### config.mk
export PLATFORM = sky130hd
export DESIGN_NAME = spi_arbiter_master
export DESIGN_NICKNAME = d
export VERILOG_FILES = /design/src/rtl/spi_arb_pkg.sv /design/src/rtl/spi_shift_engine.sv /design/src/rtl/spi_arbiter_master.sv
export SDC_FILE = /design/constraint.sdc
export NUM_CORES = 1
export LEC_CHECK = 0
export ABC_CLOCK_PERIOD_IN_PS = 3900
export CAP_MARGIN = 30
export CORE_MARGIN = 5
export CORE_UTILIZATION = 30
export CTS_BUF_LIST = sky130_fd_sc_hd__clkbuf_16
export CTS_CLUSTER_DIAMETER = 60
export CTS_CLUSTER_SIZE = 10
export DETAILED_ROUTE_END_ITERATION = 16
export DONT_BUFFER_PORTS = 1
export PLACE_DENSITY = 0.5
export REMOVE_ABC_BUFFERS = 1
export SYNTH_ARGS = -nofsm -noshare
export SYNTH_HDL_FRONTEND = slang
export SYNTH_SLANG_ARGS = --single-unit
### constraint.sdc
create_clock -name clk_50mhz -period 3.9 [get_ports clk_50mhz]
set_input_delay 0.78 -clock clk_50mhz [delete_from_list [all_inputs] [get_ports clk_50mhz]]
set_output_delay 0.78 -clock clk_50mhz [all_outputs]
set_load 0.03 [all_outputs]
### src/rtl/spi_arb_pkg.sv
// Shared constants for the arbitrated SPI master: FSM state encoding and SPI mode.
package spi_arb_pkg;

    localparam logic [2:0] ST_IDLE  = 3'd0;
    localparam logic [2:0] ST_SETUP = 3'd1;
    localparam logic [2:0] ST_SHIFT = 3'd2;
    localparam logic [2:0] ST_HOLD  = 3'd3;
    localparam logic [2:0] ST_DONE  = 3'd4;

    // Mode 0: SCLK idles low, data captured on the leading (rising) edge.
    localparam logic SPI_CPOL = 1'b0;
    localparam logic SPI_CPHA = 1'b0;
    localparam logic SAMPLE_ON_LEAD = ~SPI_CPHA;

endpackage

### src/rtl/spi_shift_engine.sv
// SCLK divider plus TX/RX shift registers for one DATA_W-bit SPI word.
// load latches the TX word; start launches the first SCLK edge; done marks the last shift cycle.
module spi_shift_engine
    import spi_arb_pkg::*;
#(
    parameter int DATA_W  = 8,
    parameter int CLK_DIV = 2
) (
    input  logic              clk,
    input  logic              rst_n,
    input  logic              load,
    input  logic [DATA_W-1:0] tx_word,
    input  logic              start,
    input  logic              miso,
    output logic              sclk,
    output logic              mosi,
    output logic              done,
    output logic [DATA_W-1:0] rx_word
);

    localparam int DIV_W = $clog2(CLK_DIV) + 1;
    localparam int BIT_W = $clog2(DATA_W) + 1;
    localparam logic [DIV_W-1:0] DIV_LAST = DIV_W'(CLK_DIV - 1);
    localparam logic [BIT_W-1:0] BIT_LAST = BIT_W'(DATA_W - 1);
    localparam logic [BIT_W-1:0] BIT_ALL  = BIT_W'(DATA_W);

    logic [DIV_W-1:0]  div_q, div_d;
    logic [BIT_W-1:0]  bit_q, bit_d;
    logic              active_q, active_d;
    logic              sclk_q, sclk_d;
    logic [DATA_W-1:0] tx_q, tx_d;
    logic [DATA_W-1:0] rx_q, rx_d;
    logic              half_end;

    always_comb begin
        div_d    = div_q;
        bit_d    = bit_q;
        active_d = active_q;
        sclk_d   = sclk_q;
        tx_d     = tx_q;
        rx_d     = rx_q;
        half_end = active_q && (div_q == DIV_LAST);
        // bit_q counts completed SCLK pulses; the word ends after the last low half-period.
        done     = half_end && !sclk_q && (bit_q == BIT_ALL);

        if (load) begin
            tx_d = tx_word;
            rx_d = '0;
        end

        if (start) begin
            active_d = 1'b1;
            sclk_d   = ~SPI_CPOL;
            div_d    = '0;
            bit_d    = '0;
            if (SAMPLE_ON_LEAD) rx_d = {rx_q[DATA_W-2:0], miso};
        end else if (active_q) begin
            if (!half_end) begin
                div_d = div_q + 1'b1;
            end else begin
                div_d = '0;
                if (sclk_q != SPI_CPOL) begin
                    sclk_d = SPI_CPOL;
                    bit_d  = bit_q + 1'b1;
                    if (bit_q != BIT_LAST) tx_d = {tx_q[DATA_W-2:0], 1'b0};
                end else if (done) begin
                    active_d = 1'b0;
                end else begin
                    sclk_d = ~SPI_CPOL;
                    if (SAMPLE_ON_LEAD) rx_d = {rx_q[DATA_W-2:0], miso};
                end
            end
        end
    end

    always_ff @(posedge clk or negedge rst_n) begin
        if (!rst_n) begin
            div_q    <= '0;
            bit_q    <= '0;
            active_q <= 1'b0;
            sclk_q   <= SPI_CPOL;
            tx_q     <= '0;
            rx_q     <= '0;
        end else begin
            div_q    <= div_d;
            bit_q    <= bit_d;
            active_q <= active_d;
            sclk_q   <= sclk_d;
            tx_q     <= tx_d;
            rx_q     <= rx_d;
        end
    end

    assign sclk    = sclk_q;
    assign mosi    = tx_q[DATA_W-1];
    assign rx_word = rx_q;

endmodule

### src/rtl/spi_arbiter_master.sv
// SPI mode-0 master shared by NUM_REQ requesters, each with its own SS_n line.
// Define SPI_ARB_ROUND_ROBIN_EN for round-robin arbitration; otherwise lowest index wins.
module spi_arbiter_master
    import spi_arb_pkg::*;
#(
    parameter int NUM_REQ = 2,
    parameter int DATA_W  = 8,
    parameter int CLK_DIV = 2
) (
    input  logic                      clk_50mhz,
    input  logic                      reset,
    input  logic [NUM_REQ-1:0]        req_valid,
    input  logic [NUM_REQ*DATA_W-1:0] req_data,
    output logic [NUM_REQ-1:0]        req_ready,
    output logic [NUM_REQ-1:0]        rsp_valid,
    output logic [DATA_W-1:0]         rsp_data,
    output logic                      busy,
    input  logic                      MISO,
    output logic                      MOSI,
    output logic                      SCLK,
    output logic [NUM_REQ-1:0]        SS_n
);

    localparam int IDX_W = $clog2(NUM_REQ);
    localparam int CNT_W = $clog2(CLK_DIV) + 1;
    localparam logic [CNT_W-1:0] CNT_LAST = CNT_W'(CLK_DIV - 1);
    localparam logic [IDX_W-1:0] IDX_LAST = IDX_W'(NUM_REQ - 1);

    logic [2:0]         state_q, state_d;
    logic [IDX_W-1:0]   owner_q, owner_d;
    logic [CNT_W-1:0]   cnt_q, cnt_d;
    logic [NUM_REQ-1:0] ss_n_q, ss_n_d;
    logic [IDX_W-1:0]   winner;
    logic               any_req;
    logic               eng_load, eng_start, eng_done, eng_sclk, eng_mosi;
    logic [DATA_W-1:0]  eng_rx, tx_pick;
    logic               sel_active_d;

`ifdef SPI_ARB_ROUND_ROBIN_EN
    logic [IDX_W-1:0] ptr_q, ptr_d;

    // Walk downward so the requester closest to the pointer is written last and wins.
    always_comb begin
        int idx;
        winner  = '0;
        any_req = |req_valid;
        idx     = 0;
        for (int k = NUM_REQ - 1; k >= 0; k--) begin
            idx = int'(ptr_q) + k;
            if (idx >= NUM_REQ) idx = idx - NUM_REQ;
            if (req_valid[idx]) winner = IDX_W'(idx);
        end
        ptr_d = ptr_q;
        if (state_q == ST_IDLE && any_req) ptr_d = (winner == IDX_LAST) ? '0 : winner + 1'b1;
    end

    always_ff @(posedge clk_50mhz or negedge reset) begin
        if (!reset) ptr_q <= '0;
        else        ptr_q <= ptr_d;
    end
`else
    always_comb begin
        winner  = '0;
        any_req = |req_valid;
        for (int i = NUM_REQ - 1; i >= 0; i--) begin
            if (req_valid[i]) winner = IDX_W'(i);
        end
    end
`endif

    assign tx_pick = req_data[winner*DATA_W +: DATA_W];

    always_comb begin
        state_d   = state_q;
        owner_d   = owner_q;
        cnt_d     = cnt_q;
        eng_load  = 1'b0;
        eng_start = 1'b0;
        case (state_q)
            ST_IDLE: begin
                if (any_req) begin
                    eng_load = 1'b1;
                    owner_d  = winner;
                    cnt_d    = '0;
                    state_d  = ST_SETUP;
                end
            end
            ST_SETUP: begin
                if (cnt_q == CNT_LAST) begin
                    eng_start = 1'b1;
                    state_d   = ST_SHIFT;
                end else begin
                    cnt_d = cnt_q + 1'b1;
                end
            end
            ST_SHIFT: begin
                if (eng_done) begin
                    cnt_d   = '0;
                    state_d = ST_HOLD;
                end
            end
            ST_HOLD: begin
                if (cnt_q == CNT_LAST) state_d = ST_DONE;
                else                   cnt_d = cnt_q + 1'b1;
            end
            ST_DONE:  state_d = ST_IDLE;
            default:  state_d = ST_IDLE;
        endcase

        // Slave selects come straight from a flop so the board pins never glitch.
        sel_active_d = (state_d == ST_SETUP) || (state_d == ST_SHIFT) || (state_d == ST_HOLD);
        ss_n_d = '1;
        if (sel_active_d) ss_n_d[owner_d] = 1'b0;
    end

    always_ff @(posedge clk_50mhz or negedge reset) begin
        if (!reset) begin
            state_q <= ST_IDLE;
            owner_q <= '0;
            cnt_q   <= '0;
            ss_n_q  <= '1;
        end else begin
            state_q <= state_d;
            owner_q <= owner_d;
            cnt_q   <= cnt_d;
            ss_n_q  <= ss_n_d;
        end
    end

    spi_shift_engine #(
        .DATA_W (DATA_W),
        .CLK_DIV(CLK_DIV)
    ) u_engine (
        .clk    (clk_50mhz),
        .rst_n  (reset),
        .load   (eng_load),
        .tx_word(tx_pick),
        .start  (eng_start),
        .miso   (MISO),
        .sclk   (eng_sclk),
        .mosi   (eng_mosi),
        .done   (eng_done),
        .rx_word(eng_rx)
    );

    always_comb begin
        req_ready = '0;
        rsp_valid = '0;
        rsp_data  = '0;
        MOSI      = 1'b0;
        if (reset && state_q == ST_IDLE && any_req) req_ready[winner] = 1'b1;
        if (state_q == ST_DONE) begin
            rsp_valid[owner_q] = 1'b1;
            rsp_data           = eng_rx;
        end
        if (state_q == ST_SETUP || state_q == ST_SHIFT || state_q == ST_HOLD) MOSI = eng_mosi;
    end

    assign busy = (state_q != ST_IDLE);
    assign SCLK = eng_sclk;
    assign SS_n = ss_n_q;

endmodule

==> results of run 1 <==
cells by family after synthesis:
family	synth area share
AO/OA/AOI/OAI	0.200
multiplexers	0.0503
flip-flops	0.425
XOR/XNOR	0.00927
AND/OR/NAND/NOR	0.230
adder cells (fa/ha/maj)	0.0199
buffers and inverters	0.0662
state kept, by name, summed over array words and instances (netlist names):
register,count
owner_q,1
u_engine.active_q,1
u_engine.tx_q,8
u_engine.rx_word,8
state_q,3
u_engine.bit_q,4
u_engine.sclk,1
cnt_q,2
u_engine.div_q,2
SS_n,2
where the power goes:
group	switching, uW	leakage (uW)	internal, uW
sequential	183	0.000398	492
clock	132	0.0000648	228
combinational	380	0.000407	274
worst paths after layout:
check                      cells after the start                 from             endpoint
setup / recovery                               3           state_q[2]         req_ready[1]
hold / removal                                 0                reset  u_engine.rx_word[3]
setup reg to reg                               4           state_q[2]     u_engine.tx_q[1]
hold reg to reg                                1  u_engine.rx_word[3]  u_engine.rx_word[4]
max in group asynchronous                      0                reset              SS_n[0]
min in group clk_50mhz                         1  u_engine.rx_word[3]  u_engine.rx_word[4]
layout by cell type (no fill, tap or decap), drive strengths merged, types with 3 or more instances in the layout:
master	n
nor2	6
mux2	4
mux2i	5
inv	10
nand2	13
o21ai	9
nor3	3
dfrtp	30
clkbuf	5
and3	12
a2111oi	7
a21oi	19
nand4	7
o31ai	7
ha	3
and3b	7
worst reg2reg max path, stage by stage (launching register included):
cell,delay [ns]
dfrtp_1,0.63
nor3_4,0.63
inv_2,0.35
a2111oi_0,0.49
o31ai_1,0.12
metrics by stage:
stage	utilization	setup WS, ns	power (uW)	hold WS (ns)
after global routing	0.327	0.843	1820	0.189
after floorplan	-	1.55	1180	0.479
after CTS	0.327	0.978	1710	0.193
after global placement	0.306	1.34	1330	0.485
after detailed placement	0.306	1.28	1340	0.485
final	0.327	0.975	1690	0.199
layer usage:
layer | wire length [um] | global-route usage | vias to the layer above
met3 | 295 | 0.0424 | 5
met2 | 1960 | 0.167 | 37
li1 | - | - | 683
met5 | 0 | 0 | -
met1 | 2070 | 0.157 | 678
met4 | 40 | 0.0392 | 0
layout make-up:
type / count / share of cell area
multi-input combinational: 131 / 0.472
sequential: 32 / 0.394
clock buffer: 5 / 0.0613
tap: 77 / 0.0472
inverter: 10 / 0.0184
clock inverter: 2 / 0.00368
timing repair buffer: 1 / 0.00368
==> results.json, run 1 <==
{
  "stdcell_area_sq_mm": 0.00204,
  "period_share": 0.750,
  "worst_setup_path_end_kind": "output pin",
  "antenna_found_initial": 0,
  "yosysMostFrequentCell": "dfrtp_1",
  "via_count": 1403,
  "path_buf_inv": 0,
  "rsz0062_at_grt": "no",
  "htreeDepth": 2,
  "worst-path-max-fanout": 23,
  "path_clk_slew_ns": 0.05,
  "max_cap_viol_count": 0,
  "clkLatencyLatePin_ns": 0.27,
  "overflow": 0,
  "grt_pass1_wl_mm": 7.01,
  "dp_cells": 251,
  "syn_area_sq_mm": 0.00189,
  "cts_setup_buffers": 0,
  "tritoncts": "done",
  "cts_root_buffer": "clkbuf_16",
  "yosys-top-cells-count": "dfrtp_1, a21oi_1, nand2_1",
  "synthArstFlopShare": 1.00,
  "synth_cells": 189,
  "dr.pass1.iters": 4,
  "drive_gt1_frac": 0.133,
  "worstHoldPathType": "in2async",
  "grt_max_degree": 35,
  "p_per_area_mw_per_mm2": 828,
  "post-synth-top-area-fraction": 0.397,
  "tns_ns": 0,
  "worst_pin_slew_ns": 1.02,
  "pin_count": 38,
  "cts_hold_buffers": 0,
  "slew_violations": 0,
  "cts_resized": 0,
  "p_leak_uw": 0.000869,
  "drc": 0,
  "design.core.area_sq_mm": 0.00624,
  "synthFlopType": "dfrtp_1",
  "clock_path_buffers": 2,
  "fill_cells": 658,
  "antennaDiodeCount": 0,
  "crit_chain": "nor3_4 -> nand2_1 -> nor2_1",
  "synth_warnings": 0,
  "max_slew_margin": 0.317,
  "vias_per_cell": 5.44,
  "worst-setup-path-type": "reg2out",
  "slowest_delay_ns": 0.63,
  "track_usage": 0.115,
  "grt_pass1_vias": 1351,
  "fmax_mhz": 342,
  "final_cells": 258,
  "place_area_sq_mm": 0.00191,
  "synth-edff-count": 0,
  "avgRoutedWirePerCell_um": 16.9,
  "areaGrowthSynthToFinish_pct": 7.88,
  "finalSetupViolations": 0,
  "gp_congestion": 0.708,
  "ys_ff_latch": 32,
  "postSynthAreaPerCell_sq_um": 10.0,
  "regArea_sq_um": 803,
  "drt_iter0_drc": 70,
  "multi_input_area_sq_um": 962,
  "drt_wl_total_mm": 4.37,
  "rrSetupSlack_ns": 1.55,
  "status": "finished, final reports clean",
  "port_buffers": 0,
  "die_h_um": 89.4,
  "crit_required_ns": 3.12,
  "dp_hpwl_mm": 2.95,
  "synth_top_cells_by_area": "dfrtp_1, a21oi_1, and3_1",
  "fin_nets": 205,
  "rows": 29,
  "clkSinkCount": 32,
  "fin_worst_skew_ns": 0.00155,
  "die_area_sq_mm": 0.00799,
  "final.min_clock_period_ns": 2.93,
  "cts_made_buffers": 5,
  "synth.distinct_cells": 49,
  "yosysSeqAreaShare": 0.425,
  "drtAntennaViolNets": 0,
  "critPathArrivalTime_ns": 2.15,
  "cp_slowest_cell": "dfrtp_1",
  "finalHoldViolations": 0,
  "startpoint_type": "flip-flop",
  "synth_top_cell_by_area": "dfrtp_1",
  "start_util": 0.303,
  "cp_top_family": "simple AND/OR/NAND/NOR gates",
  "die_w_um": 89.4,
  "vdd_drop_max_mv": 0.319
}
(Power assumes the default switching activity.)
==> run 2, diff against run 1 <==
Settings changed: ABC_CLOCK_PERIOD_IN_PS 3900 to 2900.
Clock period 3.9 ns to 2.9 ns, I/O delays scaled along.
==> results.json, run 2 (synthesis gave the netlist of run 1 again) <==
{
  "status": "finished, final reports clean",
  "tritoncts": "done",
  "vias_per_cell": 5.44,
  "overflow": 0,
  "worst_setup_path_end_kind": "output pin",
  "track_usage": 0.122,
  "place_ws_ns": 0.828,
  "worst_pin_slew_ns": 0.578,
  "final.min_clock_period_ns": 2.37,
  "drc": 0,
  "grt_max_degree": 31,
  "via_count": 1442,
  "clkLatencyLatePin_ns": 0.27,
  "rows": 29,
  "dp_hpwl_mm": 3.04,
  "multi_input_area_sq_um": 962,
  "final_cell_mix": "dfrtp_1, a21oi_1, nand2_1",
  "slew_violations": 0,
  "clock_path_buffers": 2,
  "die_h_um": 89.4,
  "grt_pass1_vias": 1459,
  "p_leak_uw": 0.000912,
  "pin_count": 38,
  "max_slew_margin": 0.614,
  "timing.rr.start": "state_q[0]",
  "cts_made_buffers": 5,
  "die_area_sq_mm": 0.00799,
  "design.core.area_sq_mm": 0.00624,
  "worstHoldPathType": "in2async",
  "final_cells": 265,
  "drt_iter0_drc": 67,
  "antenna_found_initial": 0,
  "vdd_drop_max_mv": 0.529,
  "htreeDepth": 2,
  "regArea_sq_um": 803,
  "clkSinkCount": 32,
  "worst-path-max-fanout": 13,
  "cts_root_buffer": "clkbuf_16",
  "fill_cells": 654,
  "start_util": 0.303,
  "drive_gt1_frac": 0.160,
  "cts_setup_buffers": 0,
  "areaGrowthSynthToFinish_pct": 11.1,
  "final_core_util": 0.337,
  "tns_ns": 0,
  "startpoint_type": "flip-flop",
  "path_clk_slew_ns": 0.05,
  "finalHoldViolations": 0,
  "setup_ws_ns": 0.534,
  "critPathArrivalTime_ns": 1.79,
  "crit_start": "state_q[0]",
  "crit_required_ns": 2.32,
  "port_buffers": 0,
  "fmax_mhz": 423,
  "avgRoutedWirePerCell_um": 16.9,
  "period_share": 0.816,
  "fin_worst_skew_ns": 0.00267,
  "fin_nets": 211,
  "drt_wl_total_mm": 4.48,
  "dp_cells": 256,
  "layout_commonest_cell": "dfrtp_1",
  "p_per_area_mw_per_mm2": 1110,
  "grt_pass1_wl_mm": 7.46,
  "max_cap_viol_count": 0,
  "dr.pass1.iters": 4,
  "finalSetupViolations": 0,
  "rsz0062_at_grt": "no",
  "worst-setup-path-type": "reg2out",
  "antennaDiodeCount": 0,
  "drtAntennaViolNets": 0,
  "gp_congestion": 0.720,
  "die_w_um": 89.4
}
[run 2: per-stage QoR]
step,instance area (sq um),hold slack [ns],total power [uW]
after global placement,1940,0.285,1840
after detailed placement,1940,0.285,1850
final,2100,0.126,2340
after floorplan,1800,0.284,1580
after global routing,2100,0.129,2530
after CTS,2100,0.132,2370
[run 2: worst max-delay path, stage by stage, from the launching register on]
cell and delay, ns:
dfrtp_1 0.53, nor3_4 0.42, nand2_1 0.09, nor2_1 0.47
[run 2: path summary, 6_finish.rpt]
| path | slack (ns) | cells after the start | to |
|---|---|---|---|
| worst max-delay path | 0.53 | 3 | req_ready[1] |
| worst min-delay path | 0.13 | 1 | u_engine.tx_q[7] |
| worst max register to register | 0.94 | 4 | u_engine.tx_q[1] |
| worst min register to register | 0.51 | 2 | cnt_q[1] |
| max in group asynchronous | 2.60 | 1 | u_engine.tx_q[1] |
| min in group clk_50mhz | 0.44 | 1 | owner_q |
[run 2: final cells by class]
cell class                 count  area share
clock buffer                   5      0.0596
clock inverter                 3     0.00536
inverter                      10      0.0179
multi-input combinational    131       0.458
sequential                    32       0.382
tap                           77      0.0459
timing repair buffer           7      0.0310
[run 2: per-layer routing]
metal / wire length (um) / GRT usage / vias to the layer above
li1: - / - / 694
met1: 2220 / 0.168 / 708
met2: 1990 / 0.176 / 38
met3: 245 / 0.0507 / 2
met4: 20 / 0.0365 / 0
met5: 0 / 0 / -
[run 2: repair_timing]
item / 4_1_cts / 5_1_grt
hold endpoints to repair: 30 / 0
gates resized for setup: 0 / 0
hold buffers: 1 / 0
[run 2: where the power goes]
group / internal [uW] / leakage, uW / switching, uW
Sequential: 662 / 0.000398 / 226
Clock: 308 / 0.0000738 / 182
Combinational: 410 / 0.000441 / 547
Total: 1380 / 0.000912 / 955
